### src/rtl/gate_array_pipe_if.sv
// Valid/ready stream bundle for gate_array_pipe: lane input side and reduced result side.
// slave is the pipeline's view; master is the source/sink environment's view.
interface gate_array_pipe_if #(
  parameter int WIDTH  = 8,
  parameter int NUM_IN = 2
);
  logic                      in_valid;
  logic                      in_ready;
  logic [NUM_IN*WIDTH-1:0]   in_data;
  logic [2:0]                op;
  logic                      out_valid;
  logic                      out_ready;
  logic [WIDTH-1:0]          out_data;

  modport slave (
    input  in_valid, in_data, op, out_ready,
    output in_ready, out_valid, out_data
  );

  modport master (
    output in_valid, in_data, op, out_ready,
    input  in_ready, out_valid, out_data
  );
endinterface

### src/rtl/gate_array_pipe.sv
// NUM_IN-lane bitwise reduction with run-time op select, STAGES-deep valid/ready pipeline
// and a saturating count of bits flipped between successive delivered results.
module gate_array_pipe #(
  parameter int WIDTH  = 8,
  parameter int NUM_IN = 2,
  parameter int STAGES = 2,
  parameter int CNT_W  = 16
) (
  input  logic             clk,
  input  logic             rst_n,
  gate_array_pipe_if.slave bus,
  output logic [CNT_W-1:0] toggle_cnt,
  output logic             busy
);

  localparam int PC_W  = $clog2(WIDTH + 1);
  localparam int SUM_W = ((CNT_W > PC_W) ? CNT_W : PC_W) + 1;
  localparam logic [CNT_W-1:0] CNT_MAX = '1;

  logic [WIDTH-1:0]  and_r;
  logic [WIDTH-1:0]  or_r;
  logic [WIDTH-1:0]  xor_r;
  logic [WIDTH-1:0]  lane0;
  logic [WIDTH-1:0]  red;

  logic [STAGES-1:0] vld;
  logic [STAGES-1:0] stage_rdy;
  logic [WIDTH-1:0]  data [STAGES];

  logic [WIDTH-1:0]  last;
  logic [WIDTH-1:0]  diff;
  logic [PC_W-1:0]   pc;
  logic [SUM_W-1:0]  sum;
  logic              out_xfer;

  assign lane0 = bus.in_data[WIDTH-1:0];

  always_comb begin
    and_r = '1;
    or_r  = '0;
    xor_r = '0;
    for (int k = 0; k < NUM_IN; k++) begin
      and_r = and_r & bus.in_data[k*WIDTH +: WIDTH];
      or_r  = or_r  | bus.in_data[k*WIDTH +: WIDTH];
      xor_r = xor_r ^ bus.in_data[k*WIDTH +: WIDTH];
    end
  end

  always_comb begin
    red = and_r;
    case (bus.op)
      3'd0: red = and_r;
      3'd1: red = or_r;
      3'd2: red = xor_r;
      3'd3: red = ~and_r;
      3'd4: red = ~or_r;
      3'd5: red = ~xor_r;
      3'd6: red = ~lane0;
      3'd7: red = lane0;
      default: red = and_r;
    endcase
  end

  // Ready ripples back from the sink; a stage accepts when empty or being drained.
  always_comb begin
    logic rdy;
    rdy = bus.out_ready;
    stage_rdy = '0;
    for (int i = STAGES - 1; i >= 0; i--) begin
      rdy = !vld[i] | rdy;
      stage_rdy[i] = rdy;
    end
  end

  always_ff @(posedge clk) begin
    if (!rst_n) begin
      vld <= '0;
      for (int i = 0; i < STAGES; i++) data[i] <= '0;
    end else begin
      if (stage_rdy[0]) begin
        vld[0] <= bus.in_valid;
        if (bus.in_valid) data[0] <= red;
      end
      for (int i = 1; i < STAGES; i++) begin
        if (stage_rdy[i]) begin
          vld[i] <= vld[i-1];
          if (vld[i-1]) data[i] <= data[i-1];
        end
      end
    end
  end

  assign bus.in_ready  = stage_rdy[0];
  assign bus.out_valid = vld[STAGES-1];
  assign bus.out_data  = data[STAGES-1];
  assign busy          = |vld;
  assign out_xfer      = vld[STAGES-1] & bus.out_ready;

  assign diff = data[STAGES-1] ^ last;

  always_comb begin
    pc = '0;
    for (int b = 0; b < WIDTH; b++) pc = pc + PC_W'(diff[b]);
  end

  assign sum = SUM_W'(toggle_cnt) + SUM_W'(pc);

  always_ff @(posedge clk) begin
    if (!rst_n) begin
      last       <= '0;
      toggle_cnt <= '0;
    end else if (out_xfer) begin
      last       <= data[STAGES-1];
      toggle_cnt <= (sum > SUM_W'(CNT_MAX)) ? CNT_MAX : sum[CNT_W-1:0];
    end
  end

endmodule

### src/flat_wrapper.sv
// flat-port wrapper written by rule: the top's interface ports become plain ports
module gate_array_pipe_flat 
#(
  parameter int WIDTH  = 8,
  parameter int NUM_IN = 2,
  parameter int STAGES = 2,
  parameter int CNT_W  = 16
)
  (clk, rst_n, toggle_cnt, busy, bus_in_valid, bus_in_data, bus_op, bus_out_ready, bus_in_ready, bus_out_valid, bus_out_data);
  gate_array_pipe_if #(.WIDTH(WIDTH), .NUM_IN(NUM_IN)) bus_i ();
  input  logic clk;
  input  logic rst_n;
  output logic [CNT_W-1:0] toggle_cnt;
  output logic busy;
  input wire logic [$bits(bus_i.in_valid)-1:0] bus_in_valid;
  input wire logic [$bits(bus_i.in_data)-1:0] bus_in_data;
  input wire logic [$bits(bus_i.op)-1:0] bus_op;
  input wire logic [$bits(bus_i.out_ready)-1:0] bus_out_ready;
  output wire logic [$bits(bus_i.in_ready)-1:0] bus_in_ready;
  output wire logic [$bits(bus_i.out_valid)-1:0] bus_out_valid;
  output wire logic [$bits(bus_i.out_data)-1:0] bus_out_data;
  assign bus_i.in_valid = bus_in_valid;
  assign bus_i.in_data = bus_in_data;
  assign bus_i.op = bus_op;
  assign bus_i.out_ready = bus_out_ready;
  assign bus_in_ready = bus_i.in_ready;
  assign bus_out_valid = bus_i.out_valid;
  assign bus_out_data = bus_i.out_data;
  gate_array_pipe #(.WIDTH(WIDTH), .NUM_IN(NUM_IN), .STAGES(STAGES), .CNT_W(CNT_W)) u_core (.clk(clk), .rst_n(rst_n), .bus(bus_i), .toggle_cnt(toggle_cnt), .busy(busy));
endmodule
### config.mk
export PLATFORM = sky130hd
export DESIGN_NAME = gate_array_pipe_flat
export DESIGN_NICKNAME = d
export VERILOG_FILES = /design/src/rtl/gate_array_pipe_if.sv /design/src/rtl/gate_array_pipe.sv /design/src/flat_wrapper.sv
export SDC_FILE = /design/constraint.sdc
export NUM_CORES = 1
export LEC_CHECK = 0
export ABC_CLOCK_PERIOD_IN_PS = 4500
export CORE_ASPECT_RATIO = 1.4
export CORE_MARGIN = 1.5
export CORE_UTILIZATION = 48
export CTS_CLUSTER_SIZE = 24
export DETAILED_ROUTE_END_ITERATION = 12
export PLACE_DENSITY = 0.87
export SETUP_SLACK_MARGIN = 0.15
export SLEW_MARGIN = 10
export SYNTH_ARGS = -nofsm -noshare
export SYNTH_HDL_FRONTEND = slang
export SYNTH_SLANG_ARGS = --single-unit
### constraint.sdc
create_clock -name clk -period 4.5 [get_ports clk]
set_input_delay 0.45 -clock clk [delete_from_list [all_inputs] [get_ports clk]]
set_output_delay 0.45 -clock clk [all_outputs]
set_load 0.03 [all_outputs]
==> flow_metrics.env, run 1 <==
export IMPL_synth_distinct_cells=50
export IMPL_netlist_area_um2=2920
export IMPL_cellPowerDensity_nw_per_um2=263
export IMPL_cts_sinks=42
export IMPL_timing_critical_path_buf_inv=3
export IMPL_cp_data_required_time_ns=4.71
export IMPL_nNetsFinal=433
export IMPL_clk_path_buf_depth=2
export IMPL_r2r_setup_slack_ns=0.08
export IMPL_number_of_instances_in_the_synthesized_netlist=336
export IMPL_clock_tree_from_tritoncts="done"
export IMPL_holdBufCountCts=0
export IMPL_post_layout_nonfiller_instances=453
export IMPL_drv_cap=0
export IMPL_htree_levels=2
export IMPL_fp_dieH_um=95.2
export IMPL_synth_ff_type="sky130_fd_sc_hd__dfxtp_1"
export IMPL_xor_xnor_portion_of_the_synthesized_cell_area_pct=3.90
export IMPL_cts_reportedPaths_clkPinSlew_ns=0.08
export IMPL_routabilityCongestion=0.866
export IMPL_routed_wirelength_um=6750
export IMPL_place_inst=434
export IMPL_synth_seq_cells=42
export IMPL_worstSetupStartpointType="flip-flop"
export IMPL_crit_path_max_incr_delay_ns=0.58
export IMPL_grt_total_usage_pct=21.3
export IMPL_muxShareOfSynthArea_pct=1.07
export IMPL_fp_coreArea_um2=5860
export IMPL_detail_route_vias_per_cell=5.82
export IMPL_maxSlewViolCount=0
export IMPL_timing_rr_start="u_core.data[0][9]"
export IMPL_run_status="finished, final reports clean"
export IMPL_rr_worst_depth=14
export IMPL_worst_skew_late_latency_ns=0.30
export IMPL_max_freq_mhz=226
export IMPL_period_minus_slack_ns=4.42
export IMPL_timing_final_setup_violations=0
export IMPL_sum_of_net_half_perimeters_after_detailed_placement_um=4720
export IMPL_clock_root_buffer="sky130_fd_sc_hd__clkbuf_8"
export IMPL_critical_path_slowest_cell="sky130_fd_sc_hd__fa_2"
export IMPL_slew_headroom_pct=32.3
export IMPL_route_detailed_wl_per_inst_um=14.9
export IMPL_ioPinCount=50
export IMPL_worst_path_dominant_cell_family="adder cells"
export IMPL_final_setup_skew_ns=0.00999
export IMPL_mappedNetlistNets=387
export IMPL_synthDominantCellAreaShare_pct=17.8
export IMPL_grt_start_max_net_pins=27
export IMPL_design_die_area_um2=6560
export IMPL_yosysWarnings=0
export IMPL_synth_enable_flop_cells=16
export IMPL_route_vias_total=2638
export IMPL_maximum_ir_drop_on_the_vdd_rail_uv=117
export IMPL_hold_path_endpoint="u_core.last[2]"
export IMPL_synth_adder_area_share_pct=13.3
export IMPL_worstSetupPathType="flip-flop to flip-flop"
export IMPL_final_hold_viol_count=0
export IMPL_drt_first_iter_violations=176
export IMPL_detail_route_antenna_nets=0
export IMPL_final_layout_size_suffix_gt1_share_pct=13.1
export IMPL_synth_simple_gate_area_share_pct=17.3
export IMPL_fp_dieW_um=68.9
export IMPL_final_hold_worst_slack_ns=0.473
export IMPL_synth_top_family_by_area="compound AO/OA/AOI/OAI gates"
export IMPL_worstPathCellList="xor2_1, ha_1, fa_1, inv_2, fa_1, fa_2, fa_2, inv_2, ha_4, a211o_1, a21oi_2, buf_6, or4_1, a31oi_1"
export IMPL_drc=0
export IMPL_postSynth_asyncResetShare_pct=0
export IMPL_min_delay_path_class="flip-flop to flip-flop"
export IMPL_most_area_consuming_cells_after_synthesis="sky130_fd_sc_hd__dfxtp_1 18%, sky130_fd_sc_hd__edfxtp_1 16%, sky130_fd_sc_hd__ha_1 9.9%"
export IMPL_count_of_buffers_inserted_at_the_top_level_ports=49
export IMPL_post_synth_cell_area_avg_um2=8.68
export IMPL_beginning_of_the_worst_hold_path="u_core.last[2]"
export IMPL_mostFrequentLayoutCell="sky130_fd_sc_hd__clkdlybuf4s50_1"
export IMPL_grt_first_pass_wirelength_um=10800
export IMPL_antenna_found_initial=0
export IMPL_first_pass_iters=4
export IMPL_final_period_utilization_pct=98.3
export IMPL_synth_seq_area_share_pct=34.3
export IMPL_areaGrowthSynthToFinish_pct=25.8
export IMPL_number_of_clock_buffers_inserted_by_tritoncts=5
export IMPL_antennaDiodeCount=0
export IMPL_tightestPinTransition_ns=1.00
export IMPL_grt_pass1_vias=2469
export IMPL_crit_path_end_kind="flip-flop"
export IMPL_synth_compound_area_share_pct=21.5
export IMPL_initial_core_util_pct=49.7
export IMPL_r2r_end="u_core.toggle_cnt[11]"
export IMPL_row_count=33
export IMPL_cellLeakagePower_nw=1.44
export IMPL_hold_depth=2
export IMPL_synthDominantAreaCellType="sky130_fd_sc_hd__dfxtp_1"
export IMPL_worstPathMaxFanout=5
export IMPL_worst_endpoint_arrival_ns=4.63
export IMPL_mostFrequentLayoutCells="49 x sky130_fd_sc_hd__clkdlybuf4s50_1, 34 x sky130_fd_sc_hd__nand2_1, 33 x sky130_fd_sc_hd__inv_1, 26 x sky130_fd_sc_hd__dfxtp_1, 21 x sky130_fd_sc_hd__ha_1"
export IMPL_grt_setup_unrepaired="yes"
export IMPL_globalRoute_totalOverflow=0
export IMPL_p_total_w=0.000966
[state kept, by name, indices dropped and copies added, names as in the netlist]
signal / cells
u_core.data: 16
u_core.vld: 2
u_core.toggle_cnt: 16
u_core.last: 8
[worst max path at each step]
stage | from | endpoint | slack [ns] | cells after the start
after detailed placement | u_core.data[0][8] | u_core.toggle_cnt[9] | -0.03 | 12
after global routing | u_core.data[0][9] | u_core.toggle_cnt[11] | -0.05 | 14
final | u_core.data[0][9] | u_core.toggle_cnt[11] | 0.08 | 14
after floorplan | u_core.data[0][8] | u_core.toggle_cnt[11] | 0.18 | 14
after global placement | u_core.data[0][8] | u_core.toggle_cnt[6] | 0.08 | 13
after CTS | u_core.data[0][9] | u_core.toggle_cnt[10] | 0.16 | 12
[cell usage after synthesis (all sizes together) (2+ instances only)]
cell type  number
buf             9
a21oi          22
o22ai           3
and2            9
nand3           4
or4             6
nand4           2
nor2           14
edfxtp         16
o221ai          5
a22oi           2
inv            35
o221a           5
xnor2           7
o211ai          2
nand2          34
and3            2
o2bb2a          2
a21o            2
clkbuf         15
or3             5
fa              5
dfxtp          26
o21ai          21
or2             2
o21a            3
ha             23
nor2b           4
o31ai           6
nand2b         10
a211oi          7
mux2i           2
nor4            2
a31oi          10
xor2            6
[layout make-up]
type | count | area, um2
Sequential cell | 42 | 1000
Tap cell | 70 | 87.6
Fill cell | 499 | 2190
Multi-Input combinational cell | 235 | 1760
Clock inverter | 3 | 16.3
Timing Repair Buffer | 63 | 607
Clock buffer | 5 | 68.8
Inverter | 35 | 131
[metal layers]
layer  part of all wire, %  track usage (%)  vias to the layer above  wire length, um
li1                      -                -                     1277                -
met1                    39             25.0                     1246             2660
met2                    52             36.9                       96             3540
met3                   5.0             3.42                       19              337
met4                   3.1             10.3                        0              207
met5                     0                0                        -                0
[per-stage QoR]
| stage | util (%) | TNS [ns] | area, um2 | worst slack, ns |
|---|---|---|---|---|
| floorplan | - | 0 | 2940 | 0.184 |
| global placement | 58.3 | 0 | 3420 | 0.0768 |
| detailed placement | 58.3 | -0.102 | 3420 | -0.0292 |
| CTS | 60.5 | 0 | 3550 | 0.157 |
| global route | 62.6 | -0.0586 | 3670 | -0.0479 |
| finish | 62.6 | 0 | 3670 | 0.0757 |
[worst reg2reg max path, cell delays in order, from the launching register on]
cell and delay, ns:
sky130_fd_sc_hd__edfxtp_1 0.41, sky130_fd_sc_hd__xor2_1 0.17, sky130_fd_sc_hd__ha_1 0.29, sky130_fd_sc_hd__fa_1 0.50, sky130_fd_sc_hd__inv_2 0.04, sky130_fd_sc_hd__fa_1 0.50, sky130_fd_sc_hd__fa_2 0.42, sky130_fd_sc_hd__fa_2 0.58
sky130_fd_sc_hd__inv_2 0.06, sky130_fd_sc_hd__ha_4 0.26, sky130_fd_sc_hd__a211o_1 0.16, sky130_fd_sc_hd__a21oi_2 0.09, sky130_fd_sc_hd__buf_6 0.13, sky130_fd_sc_hd__or4_1 0.48, sky130_fd_sc_hd__a31oi_1 0.22
[kinds of logic after synthesis]
group,Yosys count
mux,3
xor+xnor,13
buf+inv,59
flops,42
simple gates,97
fa+ha+maj,28
compound gates,94
[where the power goes]
| part | internal (W) | leakage, nW | switching, W |
|---|---|---|---|
| clock | 0.000106 | 0.0416 | 0.000133 |
| combinational | 0.000140 | 1.02 | 0.000163 |
| sequential | 0.000413 | 0.383 | 0.0000106 |
| total | 0.000660 | 1.44 | 0.000306 |
[what timing repair did]
item                                    CTS  global route
gates cloned                              0             1
pin swaps                                12            21
endpoints found under the setup margin   16            16
buffers inserted                          5             5
resized for setup                         2            21
Power figures use the tool's default switching activity.
==> inputs of run 2 (changes only) <==
--- a/config.mk
+++ b/config.mk
@@ -9,6 +9,7 @@
 export CORE_ASPECT_RATIO = 1.4
 export CORE_MARGIN = 1.5
 export CORE_UTILIZATION = 48
+export CTS_CLUSTER_DIAMETER = 150
 export CTS_CLUSTER_SIZE = 24
 export DETAILED_ROUTE_END_ITERATION = 12
 export PLACE_DENSITY = 0.87
==> results of run 2 <==
The final DEF is identical to that of run 1; final timing and power are the same.
